--- config.mk ---
export PLATFORM = sky130hd
export DESIGN_NAME = serial_subtractor8
export DESIGN_NICKNAME = d
export VERILOG_FILES = /design/src/rtl/serial_subtractor8_pkg.sv /design/src/rtl/serial_subtractor8_fullsubtractor.sv /design/src/rtl/serial_subtractor8.sv
export SDC_FILE = /design/constraint.sdc
export NUM_CORES = 1
export LEC_CHECK = 0
export ABC_AREA = 1
export BUFFER_PORTS_ARGS = -buffer_cell sky130_fd_sc_hd__buf_2
export CORE_MARGIN = 2
export CORE_UTILIZATION = 55
export CTS_CLUSTER_SIZE = 14
export DETAILED_ROUTE_END_ITERATION = 12
export MAX_ROUTING_LAYER = met4
export PLACE_DENSITY = 0.87
export SETUP_SLACK_MARGIN = 0.3
export SLEW_MARGIN = 20
export SYNTH_ARGS = -nofsm -noshare
export SYNTH_HDL_FRONTEND = slang
export SYNTH_HIERARCHICAL = 1
export SYNTH_SLANG_ARGS = --single-unit
--- constraint.sdc ---
create_clock -name clk -period 2.08 [get_ports clk]
set_clock_uncertainty 0.1 [all_clocks]
set_input_delay 0 -clock clk [delete_from_list [all_inputs] [get_ports clk]]
set_output_delay 0 -clock clk [all_outputs]
set_load 0.005 [all_outputs]
--- src/rtl/serial_subtractor8_pkg.sv ---
// sub_pkg: shared FSM state encodings and default operand width for serial_subtractor8.
package sub_pkg;
    localparam int WIDTH_DEF = 8;
    typedef enum logic [1:0] {
        ST_IDLE = 2'd0,
        ST_BUSY = 2'd1,
        ST_DONE = 2'd2
    } state_t;
endpackage

--- src/rtl/serial_subtractor8_fullsubtractor.sv ---
// fullsubtractor: one-bit difference and borrow-out cell.
module fullsubtractor (
    input  logic a,
    input  logic b,
    input  logic bi,
    output logic d,
    output logic bo
);
    assign d  = a ^ b ^ bi;
    assign bo = (~a & b) | (~(a ^ b) & bi);
endmodule

--- src/rtl/serial_subtractor8.sv ---
// serial_subtractor8: bit-serial d = a - b - bin, LSB first, valid/ready on both sides.
// Defining SUB_OVF_FLAG_EN adds the signed-overflow output ovf.
module serial_subtractor8
    import sub_pkg::*;
#(
    parameter int WIDTH = WIDTH_DEF
) (
    input  logic             clk,
    input  logic             rst,
    input  logic             in_valid,
    output logic             in_ready,
    input  logic [WIDTH-1:0] a,
    input  logic [WIDTH-1:0] b,
    input  logic             bin,
    output logic             out_valid,
    input  logic             out_ready,
    output logic [WIDTH-1:0] d,
    output logic             bout
`ifdef SUB_OVF_FLAG_EN
    ,
    output logic             ovf
`endif
);
    localparam int CW = $clog2(WIDTH);
    state_t state, state_n;
    logic [CW-1:0] cnt;
    logic [WIDTH-1:0] sa, sb;
    logic [WIDTH-2:0] res;
    logic br, diff, br_n, last;
    assign last      = cnt == CW'(WIDTH - 1);
    assign in_ready  = state == ST_IDLE;
    assign out_valid = state == ST_DONE;
    fullsubtractor u_fs (
        .a (sa[0]),
        .b (sb[0]),
        .bi(br),
        .d (diff),
        .bo(br_n)
    );
    always_comb begin
        state_n = state;
        state_n = (state == ST_IDLE && in_valid)  ? ST_BUSY :
                  (state == ST_BUSY && last)      ? ST_DONE :
                  (state == ST_DONE && out_ready) ? ST_IDLE : state;
    end
    always_ff @(posedge clk) begin
        state <= rst ? ST_IDLE : state_n;
    end
    // Operand and result shifters; the last BUSY edge folds the final bit straight into d.
    always_ff @(posedge clk) begin
        if (rst) begin
            cnt  <= '0;
            sa   <= '0;
            sb   <= '0;
            res  <= '0;
            br   <= 1'b0;
            d    <= '0;
            bout <= 1'b0;
`ifdef SUB_OVF_FLAG_EN
            ovf  <= 1'b0;
`endif
        end else if (state == ST_IDLE && in_valid) begin
            sa  <= a;
            sb  <= b;
            br  <= bin;
            cnt <= '0;
        end else if (state == ST_BUSY) begin
            sa  <= sa >> 1;
            sb  <= sb >> 1;
            res <= (WIDTH-1)'({diff, res} >> 1);
            br  <= br_n;
            cnt <= cnt + CW'(1);
            if (last) begin
                d    <= {diff, res};
                bout <= br_n;
`ifdef SUB_OVF_FLAG_EN
                ovf  <= br ^ br_n;
`endif
            end
        end
    end
endmodule
==> run summary, run 1 <==
# clock sinks - 38
NumNets Final - 301
Worst r2r dst - d[4]$_SDFFE_PP0P_
Crit-path slowest cell - dlygate4sd3_1
Logic pwr share - 13.8%
DR WL/cell - 11.4 µm
I/O pin total - 32
Setup Fix Bufs, Post-CTS - 0
Flop2flop setup slack - 550 ps
Syn nets - 255
Clk slew on worst S/H paths - 110 ps
Final WL - 3660 µm
Mean number of vias per cell - 5.02
Sw frac - 26.6%
Post-Place Setup Slack - 578 ps
Placed cell count - 295
Quantity of gates resized following cts - 0
Fraction of layout cells with a size suffix above 1 - 18.0%
CTS root buf - clkbuf_4
RD Place Congestion - 0.806
DRC - 0
Hold path depth - 3
Clk pwr share - 29.2%
Yosys synthesis warning count - 6
Initial antenna violation count - 0
Global-route wire length before repair - 6110 µm
Critical path cell sequence - dlygate4sd3_1 -> buf_2 -> inv_1 -> buf_4 -> nand4_1 -> nand2_1
Gr usage total - 22.9%
Area of the die - 3660 µm²
DPL Wire Length - 2320 µm
Internal power - 1010 µW
Setup crit end kind - flip-flop
Switching pwr - 366 µW
Part of the power in registers - 57.1%
Crit start category - primary input
TritonCTS Buffers - 5
DRT iter0 DRCs - 103
Avg Cell Area, Syn - 7.60 µm²
Routed Antenna Nets - 0
Status - completed
Final Max Slew Viols - 0
Max-Cap Viols - 0
Sequential area share after synthesis - 43.3%
Power Density - 656 nW/µm²
H-tree levels - 2
Largest net degree at the start of global routing - 27
Max-slew headroom - 56.5%
Crit-path max cell delay - 520 ps
Ant diodes - 0
P&R area growth vs syn - 19.2%
GRT overflow - 0
Max Clk Rate - 0.643 GHz
Final Worst Setup Slack - 525 ps
Setup TNS - 0 ps
Req. time, crit path - 2270 ps
Die span in y - 60.5 µm
CP max FO - 24
Filler instances - 265
Setup CP Type - primary input to flip-flop
Hold Slack - 46.7 ps
Die width - 60.5 µm
CTS Buffer Depth - 2
CORE AREA - 3050 µm²
Synth Register Bits - 38
Worst hold path class - primary input to flip-flop
Worst reg-to-reg path cell count - 5
Measured slew at the worst slew-check pin - 652 ps
Peak VDD IR - 371 µV
Min Tclk post-route - 1560 ps
Clock insertion delay at the later pin of the skew report - 340 ps
DRT Pass-1 Iters - 4
Vias in the first global route - 1,398
CTS tree - yes
Final Setup Violations - 0
Finished Layout Cells - 322
Cells after Synth - 231
IO Port Bufs - 31
Site Rows - 20
RSZ-0062 raised after global routing - false
Yosys cell types - 22
Initial Util - 57.5%
Tcrit/Tclk final - 74.8%
R2R Path Start - state[0]$_SDFFE_PP0P_
Endpoint, Worst Hold - sb[7]$_SDFFE_PP0P_
Crit path arrival time - 1740 ps
Lkg Pwr - 0.00100 µW
Hold_sp - in_valid
Hold Fails Final Rpt - 0
Cell Area, Synth - 1760 µm²
Vias - 1,616
## what timing repair did
item                                   4_1_cts  5_1_grt
hold buffers                                19        0
setup endpoints to repair                    0        0
endpoints found under the hold margin       22        0
## power groups by stage
stage	Sequential, µW	Clock, µW	Combinational [µW]
after global routing	788	433	216
after floorplan	794	0	139
final	783	400	189
after global placement	799	0	159
after CTS	783	403	188
after detailed placement	799	0	160
## cell usage after synthesis
| cell | count | area share (%) |
|---|---|---|
| clkbuf_1 | 1 | 0.21 |
| a211oi_1 | 1 | 0.43 |
| nand3_1 | 30 | 8.6 |
| a21oi_1 | 8 | 2.3 |
| inv_2 | 2 | 0.43 |
| o21ai_0 | 13 | 3.7 |
| fa_1 | 1 | 1.1 |
| nor2_4 | 3 | 1.9 |
| xor2_1 | 1 | 0.50 |
| nand3_2 | 1 | 0.57 |
| nand2_1 | 57 | 12 |
| buf_4 | 2 | 0.86 |
| buf_2 | 2 | 0.57 |
| inv_1 | 8 | 1.7 |
| clkbuf_8 | 6 | 4.7 |
| buf_6 | 3 | 1.9 |
| nand2_2 | 2 | 0.71 |
| ha_1 | 2 | 1.4 |
| dfxtp_1 | 38 | 43 |
| nor2_1 | 37 | 7.9 |
| nand4_1 | 12 | 4.3 |
| nand2_4 | 1 | 0.64 |
## cell type report
class	instances	area [µm²]	area share (%)
Tap cell	44	55.1	2.63
Inverter	10	37.5	1.79
Timing Repair Buffer	53	368	17.6
Multi-Input combinational cell	169	812	38.8
Sequential cell	38	761	36.3
Clock buffer	7	55.1	2.63
Clock inverter	1	5.00	0.239
## metrics by stage
stage / total power (µW) / cell area, µm² / utilization, %
2_1_floorplan: 933 / 1760 / -
3_3_place_gp: 958 / 1840 / 60.4
3_5_place_dp: 959 / 1840 / 60.4
4_1_cts: 1370 / 2090 / 68.6
5_1_grt: 1440 / 2090 / 68.6
6_report: 1370 / 2090 / 68.6
## placed cells by master, fill, tap and decap left out
master,count
nand4_1,12
dlygate4sd3_1,19
xor2_1,1
buf_4,3
ha_1,2
dfxtp_1,38
nand3_1,30
inv_2,2
nand2_4,1
a211oi_1,1
inv_1,8
fa_1,1
o21ai_0,13
nand2_2,2
nand2_1,57
nand3_2,1
nor2_1,37
clkinv_2,1
clkbuf_8,1
buf_2,31
clkbuf_1,1
clkbuf_4,5
nor2_4,3
a21oi_1,8
## cell families (layout without fill, tap and decap cells)
kind of cell    Yosys count  after routing  synth area share, %
xor+xnor                  1              1                0.499
fa+ha+maj                 3              3                 2.57
simple gates            143            143                 36.8
flops                    38             38                 43.3
buf+inv                  24             71                 10.4
compound gates           22             22                 6.41
## how the worst max path moves through the flow
stage / end / slack (ps) / startpoint / cells after the start
floorplan: res[6]$_SDFFE_PP0P_ / 860 / sb[0]$_SDFFE_PP0P_ / 4
global placement: d[1]$_SDFFE_PP0P_ / 640 / state[0]$_SDFFE_PP0P_ / 5
detailed placement: d[3]$_SDFFE_PP0P_ / 580 / state[0]$_SDFFE_PP0P_ / 5
CTS: sa[5]$_SDFFE_PP0P_ / 540 / rst / 6
global route: sa[5]$_SDFFE_PP0P_ / 390 / rst / 6
finish: sa[5]$_SDFFE_PP0P_ / 520 / rst / 6
## per-layer routing
| metal | track usage, % | share of wire [%] | up-vias |
|---|---|---|---|
| li1 | - | - | 845 |
| met1 | 28.7 | 48 | 726 |
| met2 | 36.2 | 46 | 36 |
| met3 | 4.69 | 4.3 | 9 |
| met4 | 9.01 | 2.1 | 0 |
| met5 | - | 0 | - |
## worst max-delay path, delay by kind of cell
family,cells,cell delay [ps]
buffers and inverters,4,1520
and+or+nand+nor,2,210
## sequential cells by signal, indices dropped and copies added (netlist names)
register / flops
d: 8
sb: 8
sa: 8
state: 2
cnt: 3
res: 7
bout: 1
br: 1
Power figures use the tool's default switching activity.
==> run 2, diff against run 1 <==
ABC_AREA = 0   (was 1)
CORE_UTILIZATION = 53   (was 55)
PLACE_DENSITY = 0.85   (was 0.87)
clock period = 1.5 ns   (was 2.08 ns; I/O delays follow)
==> run summary, run 2 <==
Crit path arrival time - 1550 ps
Req. time, crit path - 1650 ps
Yosys cell types - 33
Die width - 58.5 µm
TritonCTS Buffers - 5
Cells after Synth - 168
P&R area growth vs syn - 56.2%
Min Tclk post-route - 1410 ps
Setup crit end kind - flip-flop
H-tree levels - 2
Initial Util - 56.5%
Yosys synthesis warning count - 6
Status - completed
Hold Slack - 80.9 ps
Synth Flop Type - dfxtp_1
Most frequent cells in the layout - 32 x dfxtp_1, 31 x buf_2, 21 x nand2_1, 21 x dlygate4sd3_1, 14 x nor2_1
Commonest cells post-synth - 38 x dfxtp_1, 22 x nand2_1, 17 x a21oi_1, 15 x nor2_1
Synth area leader - dfxtp_1
I/O pin total - 32
Cell Area, Synth - 1570 µm²
Setup TNS - 0 ps
Final WL - 6160 µm
Final Worst Setup Slack - 92.8 ps
Post-synth top area share - 48.4%
CP max FO - 7
Max Clk Rate - 0.711 GHz
Measured slew at the worst slew-check pin - 366 ps
Global-route wire length before repair - 6910 µm
Most common cell after layout, fill and taps aside - dfxtp_1
GRT overflow - 0
CTS root buf - clkbuf_4
RSZ-0062 raised after global routing - true
Final Util - 88.3%
Max-slew headroom - 75.5%
IO Port Bufs - 31
Mean number of vias per cell - 6.47
Critical path origin - state[0]$_SDFFE_PP0P_
Site Rows - 19
Area of the die - 3420 µm²
DR WL/cell - 22.6 µm
Largest net degree at the start of global routing - 23
# clock sinks - 38
Syn nets - 192
Share of flip-flops with an asynchronous set or reset - 0%
Routed Antenna Nets - 0
Fraction of layout cells with a size suffix above 1 - 48.5%
Die span in y - 58.5 µm
Worst hold path class - primary input to flip-flop
Lkg Pwr - 0.00102 µW
DRC - 0
Peak VDD IR - 1360 µV
Hold_sp - in_valid
Setup CP Type - flip-flop to flip-flop
Tcrit/Tclk final - 93.8%
Power Density - 884 nW/µm²
CTS tree - yes
Final Max Slew Viols - 0
Area contributors post-synth - dfxtp_1 48%, a221o_1 6.4%, a21oi_1 5.4%
Fin area - 2460 µm²
EDFF count, synth - 0
Initial antenna violation count - 0
Max-Cap Viols - 0
DPL Wire Length - 2200 µm
Synth Register Bits - 38
Filler instances - 115
Count leader, synth - dfxtp_1
Hold Fails Final Rpt - 0
DRT iter0 DRCs - 163
Vias in the first global route - 1,509
Final Setup Violations - 0
Placed cell area - 1790 µm²
CTS Buffer Depth - 2
DRT Pass-1 Iters - 6
Gr usage total - 28.1%
Avg Cell Area, Syn - 9.36 µm²
RD Place Congestion - 0.751
Sequential area share after synthesis - 48.4%
Crit start category - flip-flop
Top Registers - d (8), sa (8), sb (8)
Clock insertion delay at the later pin of the skew report - 370 ps
R2R Path Start - state[0]$_SDFFE_PP0P_
Vias - 1,766
CORE AREA - 2780 µm²
Post-Place Setup Slack - 121 ps
Clk slew on worst S/H paths - 120 ps
NumNets Final - 264
run 2: worst paths after layout:
path	endpoint	cells past startpoint	slack (ps)
setup / recovery	sb[0]$_SDFFE_PP0P_	4	90
hold / removal	state[0]$_SDFFE_PP0P_	3	80
setup reg to reg	sb[0]$_SDFFE_PP0P_	4	90
hold reg to reg	d[5]$_SDFFE_PP0P_	2	370
run 2: logic make-up (layout without fill, tap and decap cells):
group | Yosys count | count (layout) | share of synthesized area [%]
compound gates | 43 | 43 | 20.1
fa+ha+maj | 3 | 3 | 2.86
buf+inv | 14 | 86 | 4.85
flops | 38 | 38 | 48.4
mux | 2 | 2 | 1.27
other cells | 0 | 1 | 0
simple gates | 68 | 69 | 22.5
run 2: where the power goes:
group / switching, µW / leakage (µW) / internal (µW) / total, µW
logic: 195 / 0.000676 / 208 / 403
registers: 43.2 / 0.000313 / 1050 / 1090
clock network: 391 / 0.0000356 / 283 / 674
run 2: area by class of cell:
type                    instances  area (µm²)  share of cell area, %
multi-input cells             117         972                   39.6
flip-flops and latches         38         773                   31.5
repair buffers                 73         573                   23.3
clock buffers                   6        62.6                   2.55
well taps                      31        38.8                   1.58
inverters                       5        18.8                  0.764
clock inverters                 2        15.0                  0.611
diodes                          1        2.50                  0.102
run 2: timing repair:
item / in CTS / in global routing
hold buffers: 21 / 0
setup buffers: 8 / 5
pin swaps: 1 / 18
resized for setup: 15 / 52
hold endpoints to repair: 21 / 0
endpoints found under the setup margin: 31 / 40
gates cloned: 2 / 4
run 2: layer usage:
| layer | vias up | GRT usage (%) | wire [µm] |
|---|---|---|---|
| met1 | 832 | 29.8 | 2230 |
| met4 | 0 | 13.0 | 337 |
| met3 | 42 | 7.03 | 595 |
| met5 | - | - | 0 |
| met2 | 149 | 49.0 | 3000 |
| li1 | 743 | - | - |
run 2: per-stage QoR:
stage	cells	power, µW
after floorplan	168	1250
final	273	2170
after detailed placement	224	1300
after CTS	263	2010
after global placement	224	1290
after global routing	272	2210
run 2: critical path, cell delays in order (launching register included):
cell and delay [ps]:
dfxtp_4 400, buf_6 140, or3b_4 380, a21oi_2 190, nor3_1 80
==> run 3, diff against run 2 <==
PLACE_DENSITY = 0.86   (was 0.85)
SLEW_MARGIN = default   (was 20)
SYNTH_HIERARCHICAL = default   (was 1)
==> run summary, run 3 <==
Status - completed
R2R Path Start - state[1]$_SDFFE_PP0P_
Hold_sp - b[0]
IO Port Bufs - 31
Max-Cap Viols - 0
Clock insertion delay at the later pin of the skew report - 350 ps
# clock sinks - 38
CTS tree - yes
Gr usage total - 25.1%
DRC - 0
Cell Area, Synth - 1530 µm²
Tcrit/Tclk final - 88.7%
Routing usage on met3 - 6.03%
Max Clk Rate - 0.752 GHz
Vias in the first global route - 1,411
RSZ-0062 raised after global routing - true
Min Tclk post-route - 1330 ps
Largest net degree at the start of global routing - 14
Grt peak-use layer - met2
GR met2 Demand/Resource - 41.1%
DR WL/cell - 16.3 µm
DRT iter0 DRCs - 49
I/O pin total - 32
Setup crit end kind - flip-flop
Hold Fails Final Rpt - 0
Hold Slack - 25.8 ps
P&R area growth vs syn - 50.8%
Final Max Slew Viols - 0
Peak VDD IR - 973 µV
CP max FO - 10
Avg Cell Area, Syn - 9.19 µm²
Clk slew on worst S/H paths - 120 ps
Measured slew at the worst slew-check pin - 322 ps
CTS root buf - clkbuf_4
Area of the die - 3320 µm²
Crit path buf inv count - 0
Area contributors post-synth - dfxtp_1 50%, a221o_1 6.6%, a21oi_1 5.9%
Reg area - 773 µm²
Power Density - 849 nW/µm²
Die span in y - 57.6 µm
Setup TNS - 0 ps
Crit start category - flip-flop
CP delay by family, top - flip-flops
Fraction of layout cells with a size suffix above 1 - 45.3%
Req. time, crit path - 1630 ps
Initial Util - 55.8%
Yosys synthesis warning count - 0
Mean number of vias per cell - 5.81
EDFF count, synth - 0
Count leader, synth - dfxtp_1
Final WL - 4350 µm
Most frequent cells in the layout - 32 x dfxtp_1, 31 x buf_2, 19 x dlygate4sd3_1
Cells after Synth - 166
Syn nets - 190
Sequential area share after synthesis - 49.9%
Crit-path max cell delay - 440 ps
Critical path cell sequence - nand2b_4 -> nor2_4 -> a221o_1
Routed Antenna Nets - 0
Commonest cells post-synth - 38 x dfxtp_1, 23 x nand2_1, 18 x a21oi_1, 13 x nor2_1, 10 x a221o_1
Worst hold path class - primary input to flip-flop
Synth area leader - dfxtp_1
Vias - 1,552
Crit path arrival time - 1460 ps
NumNets Final - 259
CTS Buffer Depth - 2
DPL Wire Length - 2210 µm
Critical path origin - state[1]$_SDFFE_PP0P_
Multi-input logic area - 887 µm²
GRT overflow - 0
Crit-path slowest cell - dfxtp_4
Synth Flop Type - dfxtp_1
Most common cell after layout, fill and taps aside - dfxtp_1
Site Rows - 19
TritonCTS Buffers - 5
Yosys cell types - 33
DRT Pass-1 Iters - 4
CORE AREA - 2730 µm²
Lkg Pwr - 0.000915 µW
Grt met1 use - 28.7%
Ant diodes - 0
Setup CP Type - flip-flop to flip-flop
Die width - 57.6 µm
Synth Register Bits - 38
Initial antenna violation count - 0
Final Setup Violations - 0
RD Place Congestion - 0.850
Filler instances - 134
Max-slew headroom - 78.5%
Final Worst Setup Slack - 170 ps
H-tree levels - 2
Top Registers - d (8), sa (8), sb (8)
Share of flip-flops with an asynchronous set or reset - 0%
Global-route wire length before repair - 6170 µm
Post-Place Setup Slack - 90.4 ps
Post-synth top area share - 49.9%
-- run 3: power breakdown --
group	internal (µW)	switching, µW
Sequential	1050	35.2
Combinational	164	144
Clock	227	330
-- run 3: through the flow --
step                      total power [µW]  util [%]  instances  area [µm²]
after floorplan                       1230         -        166        1590
after detailed placement              1300      64.5        224        1760
after global placement                1290      64.5        224        1760
final                                 1950      84.1        267        2300
after global routing                  2020      84.1        267        2300
after CTS                             1890      79.5        261        2170
-- run 3: final timing paths --
kind	to	slack (ps)	cells past startpoint
worst max-delay path	sb[4]$_SDFFE_PP0P_	170	3
worst min-delay path	sb[0]$_SDFFE_PP0P_	30	4
worst max register to register	sb[4]$_SDFFE_PP0P_	170	3
worst min register to register	d[7]$_SDFFE_PP0P_	370	2
-- run 3: layout make-up --
class | count | share of cell area [%]
clock buffers | 7 | 2.39
inverters | 4 | 0.653
multi-input cells | 115 | 38.6
clock inverters | 1 | 0.218
well taps | 31 | 1.69
flip-flops and latches | 38 | 33.6
repair buffers | 71 | 22.9
-- run 3: logic make-up (layout without fill, tap and decap cells) --
logic type,count (synthesis),count (layout),synth area share [%]
mux,1,1,0.656
buf+inv,13,83,4.02
simple gates,65,65,21.2
compound gates,46,46,21.3
fa+ha+maj,3,3,2.95
flops,38,38,49.9
-- run 3: worst register-to-register path, delay by kind of cell (launching register included) --
kind / cells / cell delay [ps]
DFF: 1 / 440
AOI/OAI and AO/OA: 1 / 370
and+or+nand+nor: 2 / 300
-- run 3: what timing repair did --
action / in CTS / in global routing
cloned: 0 / 0
endpoints found under the hold margin: 19 / 0
buffers inserted: 10 / 6
pin swaps: 11 / 5
endpoints found under the setup margin: 38 / 40
hold buffers: 19 / 0
gates resized for setup: 24 / 26
-- run 3: per-layer routing --
metal  vias up  wire, µm
met2        64      2200
met4         0       113
li1        735         -
met5         -         0
met3        14       265
met1       739      1770
